$ cat config.mk
export PLATFORM = sky130hd
export DESIGN_NAME = uart_tx_buffered
export DESIGN_NICKNAME = d
export VERILOG_FILES = /design/src/rtl/uart_tx_buffered.sv
export SDC_FILE = /design/constraint.sdc
export NUM_CORES = 1
export LEC_CHECK = 0
export CORE_ASPECT_RATIO = 1.5
export CORE_UTILIZATION = 50
export CTS_CLUSTER_SIZE = 10
export DETAILED_ROUTE_END_ITERATION = 8
export GPL_TIMING_DRIVEN = 0
export PLACE_DENSITY = 0.81
export SYNTH_ARGS = -nofsm -noshare
export SYNTH_HDL_FRONTEND = slang
export SYNTH_SLANG_ARGS = --single-unit
$ cat constraint.sdc
create_clock -name clk_in -period 1.1 [get_ports clk_in]
set_input_delay 0.275 -clock clk_in [delete_from_list [all_inputs] [get_ports clk_in]]
set_output_delay 0.275 -clock clk_in [all_outputs]
set_load 0.01 [all_outputs]
$ cat src/rtl/uart_tx_buffered.sv
// 8N1 UART transmitter with a small byte FIFO and CTS flow control.
// Feeds the BLE module's RX pin from the pixel clock domain.
`timescale 1ns/1ps
module uart_tx_buffered #(
    parameter int unsigned BAUD_COUNT = 645,
    parameter int unsigned FIFO_DEPTH = 4
) (
    input  logic                          clk_in,
    input  logic                          rst_n_in,
    input  logic [7:0]                    data_in,
    input  logic                          valid_in,
    output logic                          ready_out,
    input  logic                          cts_n_in,
    output logic                          tx_out,
    output logic                          busy_out,
    output logic [$clog2(FIFO_DEPTH):0]   fifo_count_out
);

    localparam int unsigned AW = $clog2(FIFO_DEPTH);
    localparam int unsigned CW = AW + 1;
    localparam int unsigned BW = $clog2(BAUD_COUNT);

    typedef enum logic [1:0] {
        IDLE  = 2'd0,
        START = 2'd1,
        DATA  = 2'd2,
        STOP  = 2'd3
    } state_t;

    // Reset asserts asynchronously, releases on a clock edge
    logic [1:0] rst_pipe;
    logic       rst_n;

    always_ff @(posedge clk_in or negedge rst_n_in) begin
        if (!rst_n_in) rst_pipe <= 2'b00;
        else           rst_pipe <= {rst_pipe[0], 1'b1};
    end

    assign rst_n = rst_pipe[1];

    // CTS synchronizer; resets to "blocked"
    logic cts_meta;
    logic cts_sync;

    always_ff @(posedge clk_in or negedge rst_n) begin
        if (!rst_n) begin
            cts_meta <= 1'b1;
            cts_sync <= 1'b1;
        end else begin
            cts_meta <= cts_n_in;
            cts_sync <= cts_meta;
        end
    end

    logic [7:0]    mem [FIFO_DEPTH];
    logic [AW-1:0] wr_ptr;
    logic [AW-1:0] rd_ptr;
    logic [CW-1:0] count_d;
    logic          push;
    logic          pop;
    logic          can_send;
    logic          ready_d;

    assign push     = valid_in && ready_out;
    assign can_send = (fifo_count_out != '0) && !cts_sync;

    always_ff @(posedge clk_in) begin
        if (push) mem[wr_ptr] <= data_in;
    end

    always_comb begin
        count_d = fifo_count_out;
        if (push && !pop)      count_d = CW'(fifo_count_out + 1'b1);
        else if (!push && pop) count_d = CW'(fifo_count_out - 1'b1);
        ready_d = (count_d < CW'(FIFO_DEPTH));
    end

    state_t        state_q;
    state_t        state_d;
    logic [BW-1:0] baud_q;
    logic [BW-1:0] baud_d;
    logic [2:0]    bit_q;
    logic [2:0]    bit_d;
    logic [7:0]    shift_q;
    logic [7:0]    shift_d;
    logic          baud_end;
    logic          tx_d;
    logic          busy_d;

    assign baud_end = (baud_q == BW'(BAUD_COUNT - 1));

    always_ff @(posedge clk_in or negedge rst_n) begin
        if (!rst_n) begin
            state_q        <= IDLE;
            baud_q         <= '0;
            bit_q          <= '0;
            shift_q        <= '0;
            wr_ptr         <= '0;
            rd_ptr         <= '0;
            fifo_count_out <= '0;
            ready_out      <= 1'b1;
            tx_out         <= 1'b1;
            busy_out       <= 1'b0;
        end else begin
            state_q        <= state_d;
            baud_q         <= baud_d;
            bit_q          <= bit_d;
            shift_q        <= shift_d;
            fifo_count_out <= count_d;
            ready_out      <= ready_d;
            tx_out         <= tx_d;
            busy_out       <= busy_d;
            if (push) wr_ptr <= AW'(wr_ptr + 1'b1);
            if (pop)  rd_ptr <= AW'(rd_ptr + 1'b1);
        end
    end

    // Next state; tx/busy are derived from the next state so tx_out is a clean flop
    always_comb begin
        state_d = state_q;
        baud_d  = baud_q;
        bit_d   = bit_q;
        shift_d = shift_q;
        pop     = 1'b0;

        case (state_q)
            IDLE: begin
                baud_d = '0;
                if (can_send) begin
                    pop     = 1'b1;
                    shift_d = mem[rd_ptr];
                    state_d = START;
                end
            end
            START: begin
                if (baud_end) begin
                    baud_d  = '0;
                    bit_d   = '0;
                    state_d = DATA;
                end else begin
                    baud_d = BW'(baud_q + 1'b1);
                end
            end
            DATA: begin
                if (baud_end) begin
                    baud_d  = '0;
                    shift_d = {1'b0, shift_q[7:1]};
                    if (bit_q == 3'd7) state_d = STOP;
                    else               bit_d   = 3'(bit_q + 1'b1);
                end else begin
                    baud_d = BW'(baud_q + 1'b1);
                end
            end
            STOP: begin
                if (baud_end) begin
                    baud_d = '0;
                    if (can_send) begin
                        pop     = 1'b1;
                        shift_d = mem[rd_ptr];
                        state_d = START;
                    end else begin
                        state_d = IDLE;
                    end
                end else begin
                    baud_d = BW'(baud_q + 1'b1);
                end
            end
            default: state_d = IDLE;
        endcase

        case (state_d)
            START:   tx_d = 1'b0;
            DATA:    tx_d = shift_d[0];
            default: tx_d = 1'b1;
        endcase
        busy_d = (state_d != IDLE);
    end

endmodule

Yosys cells after proc, flatten, opt, wreduce, memory -nomap -nowiden

Memory sizes are Yosys's and may differ from the RTL's.
Cells that the tools add are included.

Output and inout port bits: 6
Memories: 1
RAM bits: 32
Register bits after elaboration: 37

Muxes and demuxes: 25
$add $sub $neg: 6
Reductions and logical operators: 15
Equal/unequal tests: 11
Order comparisons: 1

Memory list:

| name | depth | bits a word | read ports | clocked after Yosys merged registers in | write ports | RTL line | RTL |
|---|---|---|---|---|---|---|---|
| mem  | 4     | 8           | 1          | 0                                       | 1           | 55       | `logic [7:0] mem [FIFO_DEPTH];` |

Operator list:

| operator                                                         | count |
|---|---|
| 8-bit two-way mux                                                | 3 |
| 8-bit one-hot mux with 3 select lines                            | 1 |
| 10-bit one-hot mux with 2 select lines                           | 1 |
| 3-bit two-way mux                                                | 5 |
| 10-bit by 1-bit adder with 10-bit output (second input constant) | 1 |
| 10-bit == test (second input constant)                           | 1 |
| 10-bit two-way mux                                               | 1 |
| 2-bit two-way mux                                                | 5 |
| 2-bit != test (second input constant)                            | 4 |
| 2-bit one-hot mux with 4 select lines                            | 1 |
| 3-bit by 1-bit adder with 3-bit output (second input constant)   | 2 |
| 2-bit == test (second input constant)                            | 3 |
| 3-bit one-hot mux with 2 select lines                            | 1 |
| 3-bit nonzero test                                               | 2 |
| 1-bit two-way mux                                                | 5 |
| 2-bit by 1-bit adder with 2-bit output (second input constant)   | 2 |
| 2-bit by 1-bit == test with 1-bit output (second input constant) | 2 |
| 1-bit logical AND                                                | 4 |
| 1-bit one-hot mux with 2 select lines                            | 2 |
| 4-bit AND reduction                                              | 1 |
| 2-bit nonzero test                                               | 2 |
| 3-bit == test (second input constant)                            | 1 |
| 1-bit zero test                                                  | 3 |
| 3-bit < comparator (second input constant)                       | 1 |
| other kinds (4)                                                  | 4 |

Depth between registers and ports, before layout

Depth after elaboration: 9
Gate-level depth with buffers: 12
Gate-level depth less buffers: 11

Least setup slack after synthesis

No wires, ideal clock.

Path kind: register -> register
From: reg fifo_count_out[0]
To: reg (tool-made name)
Required time: 0.982 ns
Cell stages (with the launch flop): 13
Arrival time: 2.331 ns
Slack: -1.349 ns
Clock period less this slack: 2.449 ns
Buffers on the path: 1
Library setup time: 0.118 ns
Cell sequence: dfrtp_1 > inv_1 > ha_1 > nor2b_1 > or2_2 > buf_2 > nor3_4 > ha_1 > nor2_1 > mux2_2 > a21oi_1 > a21oi_1 > a21o_1

RTL lines:

| element                | RTL line | RTL |
|---|---|---|
| from (decl)            | 16       | `output logic [$clog2(FIFO_DEPTH):0] fifo_count_out` |
| from (signal assigned) | 109      | `fifo_count_out <= count_d;` |

==> impl_metrics.tcl <==
set metrics [dict create \
    cts_tree "built" \
    yosysWarnings 0 \
    hpwlAfterDp_um 3910 \
    track_usage_pct 21.3 \
    cts_hold_buffers 0 \
    rsz0062_at_grt "true" \
    die_height_um 102 \
    num-nets-final 344 \
    p_int_uw 4830 \
    critical_path.slowest_cell "dfrtp_1" \
    clkTransAtPathRegs_ns 0.08 \
    antenna_found_initial 0 \
    coreArea_sq_mm 0.00649 \
    drc 0 \
    slew_headroom_pct 46.8 \
    hold_viol 0 \
    gp_congestion 0.822 \
    combPwrFrac_pct 26.1 \
    grt_pass1_wl_um 10500 \
    fin_crit_ns 2.16 \
    wl_per_cell_um 16.9 \
    final_util_pct 67.4 \
    setup_viol 69 \
    p_switching_uw 2070 \
    p_sw_share_pct 30.0 \
    syn-num-nets 288 \
    clockBufferDepth 2 \
    violations "negative setup slack" \
    start_kind "register" \
    cp_data_required_time_ns 1.34 \
    drt-vias-per-instance 5.63 \
    power.leakage_uw 0.00171 \
    syn_inst 259 \
    grt_max_degree 36 \
    clock_sinks 69 \
    grt_pass1_vias 2299 \
    syn_area_per_cell_sq_um 12.9 \
    end_kind "register" \
    drv_slew 0 \
    yosys-top-cells-area "edfxtp_1 29%, dfrtp_1 25%, ha_1 6.3%" \
    p_seq_share_pct 46.2 \
    ys_types 55 \
    synth.most_common_cell "dfrtp_1" \
    area_growth_pct 30.3 \
    async_flop_share_pct 53.6 \
    io_buffers 17 \
    synthDominantCellAreaShare_pct 28.7 \
    first_pass_iters 4 \
    fin_tns_setup_ns -30.89 \
    clk_latency_ns 0.36 \
    outcome "finished with violations" \
    dp_cells 352 \
    path_class "reg -> reg" \
    worstMarginPinSlew_ns 0.798 \
    cp_cell_sequence "inv_1 -> ha_2 -> and3b_2 -> a41oi_4 -> nor3_4 -> ha_4 -> nor2_2 -> mux2_4 -> a21oi_2 -> a21oi_1 -> a21o_1" \
    die_width_um 68.9 \
    syn-cell-area_sq_mm 0.00335 \
    rows 36 \
    cpLargestDelayFamily "compound AO/OA/AOI/OAI gates" \
    hold_path_class "in -> async" \
    power.density_mw_per_mm2 1580 \
    wirelength_um 6680 \
    pwr-share-clk_pct 27.7 \
    synth_common_cells "33 x dfrtp_1, 32 x edfxtp_1, 18 x nand2_1" \
    via_count 2229 \
    ir_worst_vdd_mv 1.43 \
    grt-ovfl-total 0 \
    die_area_sq_mm 0.00704 \
    setup_slack_ns -1.06 \
    max_cap_viol_count 0 \
    synth_flop_cell "dfrtp_1" \
    crit_arrival_ns 2.40 \
    fin_worst_skew_ns 0.0109 \
    layout-drive-gt1-share_pct 44.1 \
    dr.first_iter.drc_count 77 \
    crit_buf_inv 1 \
    p_total_uw 6910 \
    cts_buffers 9 \
    clock-root-buffer "clkbuf_8" \
    place_ws_ns -1.40 \
    ioPinCount 18 \
    critical-path-max-stage-delay_ns 0.35 \
    critPathMaxFanout 2 \
    h-tree-depth 3 \
    synth_area_leader_cell "edfxtp_1" \
    ant_nets 0 \
    fmax_mhz 463 \
    n_antenna_cell 0 \
    ys_ff_latch 69 \
    synth-edff-count 32 \
    yosysSeqAreaShare_pct 56.4 \
    fin_crit_sh_pct 196 \
    fin_cells 396 \
    start_util_pct 51.7 \
]
cell families after synthesis:
kind of cell	count (synthesis)	synth area share, %
buffers and inverters	25	3.66
adder cells (fa/ha/maj)	17	6.34
AND/OR/NAND/NOR	75	12.6
XOR/XNOR	12	3.13
AO/OA/AOI/OAI	45	10.2
other	1	0.112
multiplexers	15	7.50
flip-flops	69	56.4
power by group through the flow:
stage                     combinational (uW)  sequential, uW  clock, uW
final                                   1800            3190       1920
after global routing                    1930            3220       2030
after CTS                               1620            3180       1950
after detailed placement                1150            3270          0
after global placement                  1110            3250          0
after floorplan                          762            3250          0
worst reg2reg max path, delay by kind of cell, from the launching register on:
family          cells  cell delay (ns)
compound gates      4             0.61
fa+ha+maj           2             0.44
buf+inv             1             0.05
flops               1             0.35
mux                 1             0.26
simple gates        3             0.35
stage by stage:
step	instance area, sq um	hold WS (ns)
4_1_cts	4250	0.0573
2_1_floorplan	3500	-0.0206
6_report	4370	0.0748
3_5_place_dp	3770	0.346
5_1_grt	4370	0.0568
3_3_place_gp	3770	0.337
worst paths after layout:
check,from,slack (ns),to,cells after the start
min reg2reg,rst_pipe[1]$_DFF_PN0_,0.36,baud_q[0]$_DFF_PN0_,0
max reg2reg,baud_q[1]$_DFF_PN0_,-1.06,register,11
max,baud_q[1]$_DFF_PN0_,-1.06,register,11
min in group clk_in,cts_n_in,0.34,cts_meta$_DFF_PN1_,1
min,rst_n_in,0.07,rst_pipe[1]$_DFF_PN0_,1
max in group asynchronous,rst_pipe[1]$_DFF_PN0_,0.19,state_q[0]$_DFF_PN0_,0
per-layer routing:
| layer | routed length, um | vias to the layer above | global-route usage, % |
|---|---|---|---|
| met5 | 0 | - | 0 |
| met3 | 178 | 14 | 6.03 |
| met2 | 3780 | 42 | 37.3 |
| li1 | - | 1053 | - |
| met4 | 157 | 0 | 12.7 |
| met1 | 2560 | 1120 | 21.5 |
placed cells by master (no fill, tap or decap), drive strengths merged, types with 2 or more instances in the layout:
cell	instances
xor2	4
o211ai	2
or2	2
o21a	4
and3b	2
o21ai	15
clkdlybuf4s50	11
nor2	18
buf	41
mux2i	6
a22o	3
a21o	2
a2bb2oi	2
xnor2	8
nor2b	2
nand2b	2
mux4	8
nand2	18
and3	8
o41ai	2
a31oi	2
nand4b	2
nand4	2
clkinv	2
ha	17
nand3	9
o21bai	2
dfrtp	33
dfstp	4
clkbuf	14
inv	17
nor3	5
edfxtp	32
a21oi	6
sequential cells by signal, indices dropped and copies added (netlist names), 2 cells and up, named ones only:
| register | cells |
|---|---|
| wr_ptr | 2 |
| rd_ptr | 2 |
| state_q | 2 |
| bit_q | 3 |
| rst_pipe | 2 |
| baud_q | 10 |
| mem | 32 |
| fifo_count_out | 2 |
| shift_q | 8 |
what timing repair did:
item / CTS / global route
pin swaps: 21 / 9
endpoints found under the setup margin: 69 / 70
buffers inserted: 23 / 10
cloned: 2 / 1
resized for setup: 74 / 21
area by class of cell:
class | instances | area, sq um
fill | 444 | 2120
sequential | 69 | 1900
multi-input combinational | 165 | 1590
timing repair buffer | 48 | 477
clock buffer | 9 | 124
tap | 76 | 95.1
buffer | 9 | 86.3
clock inverter | 7 | 56.3
inverter | 13 | 48.8
Power figures use the tool's default switching activity.
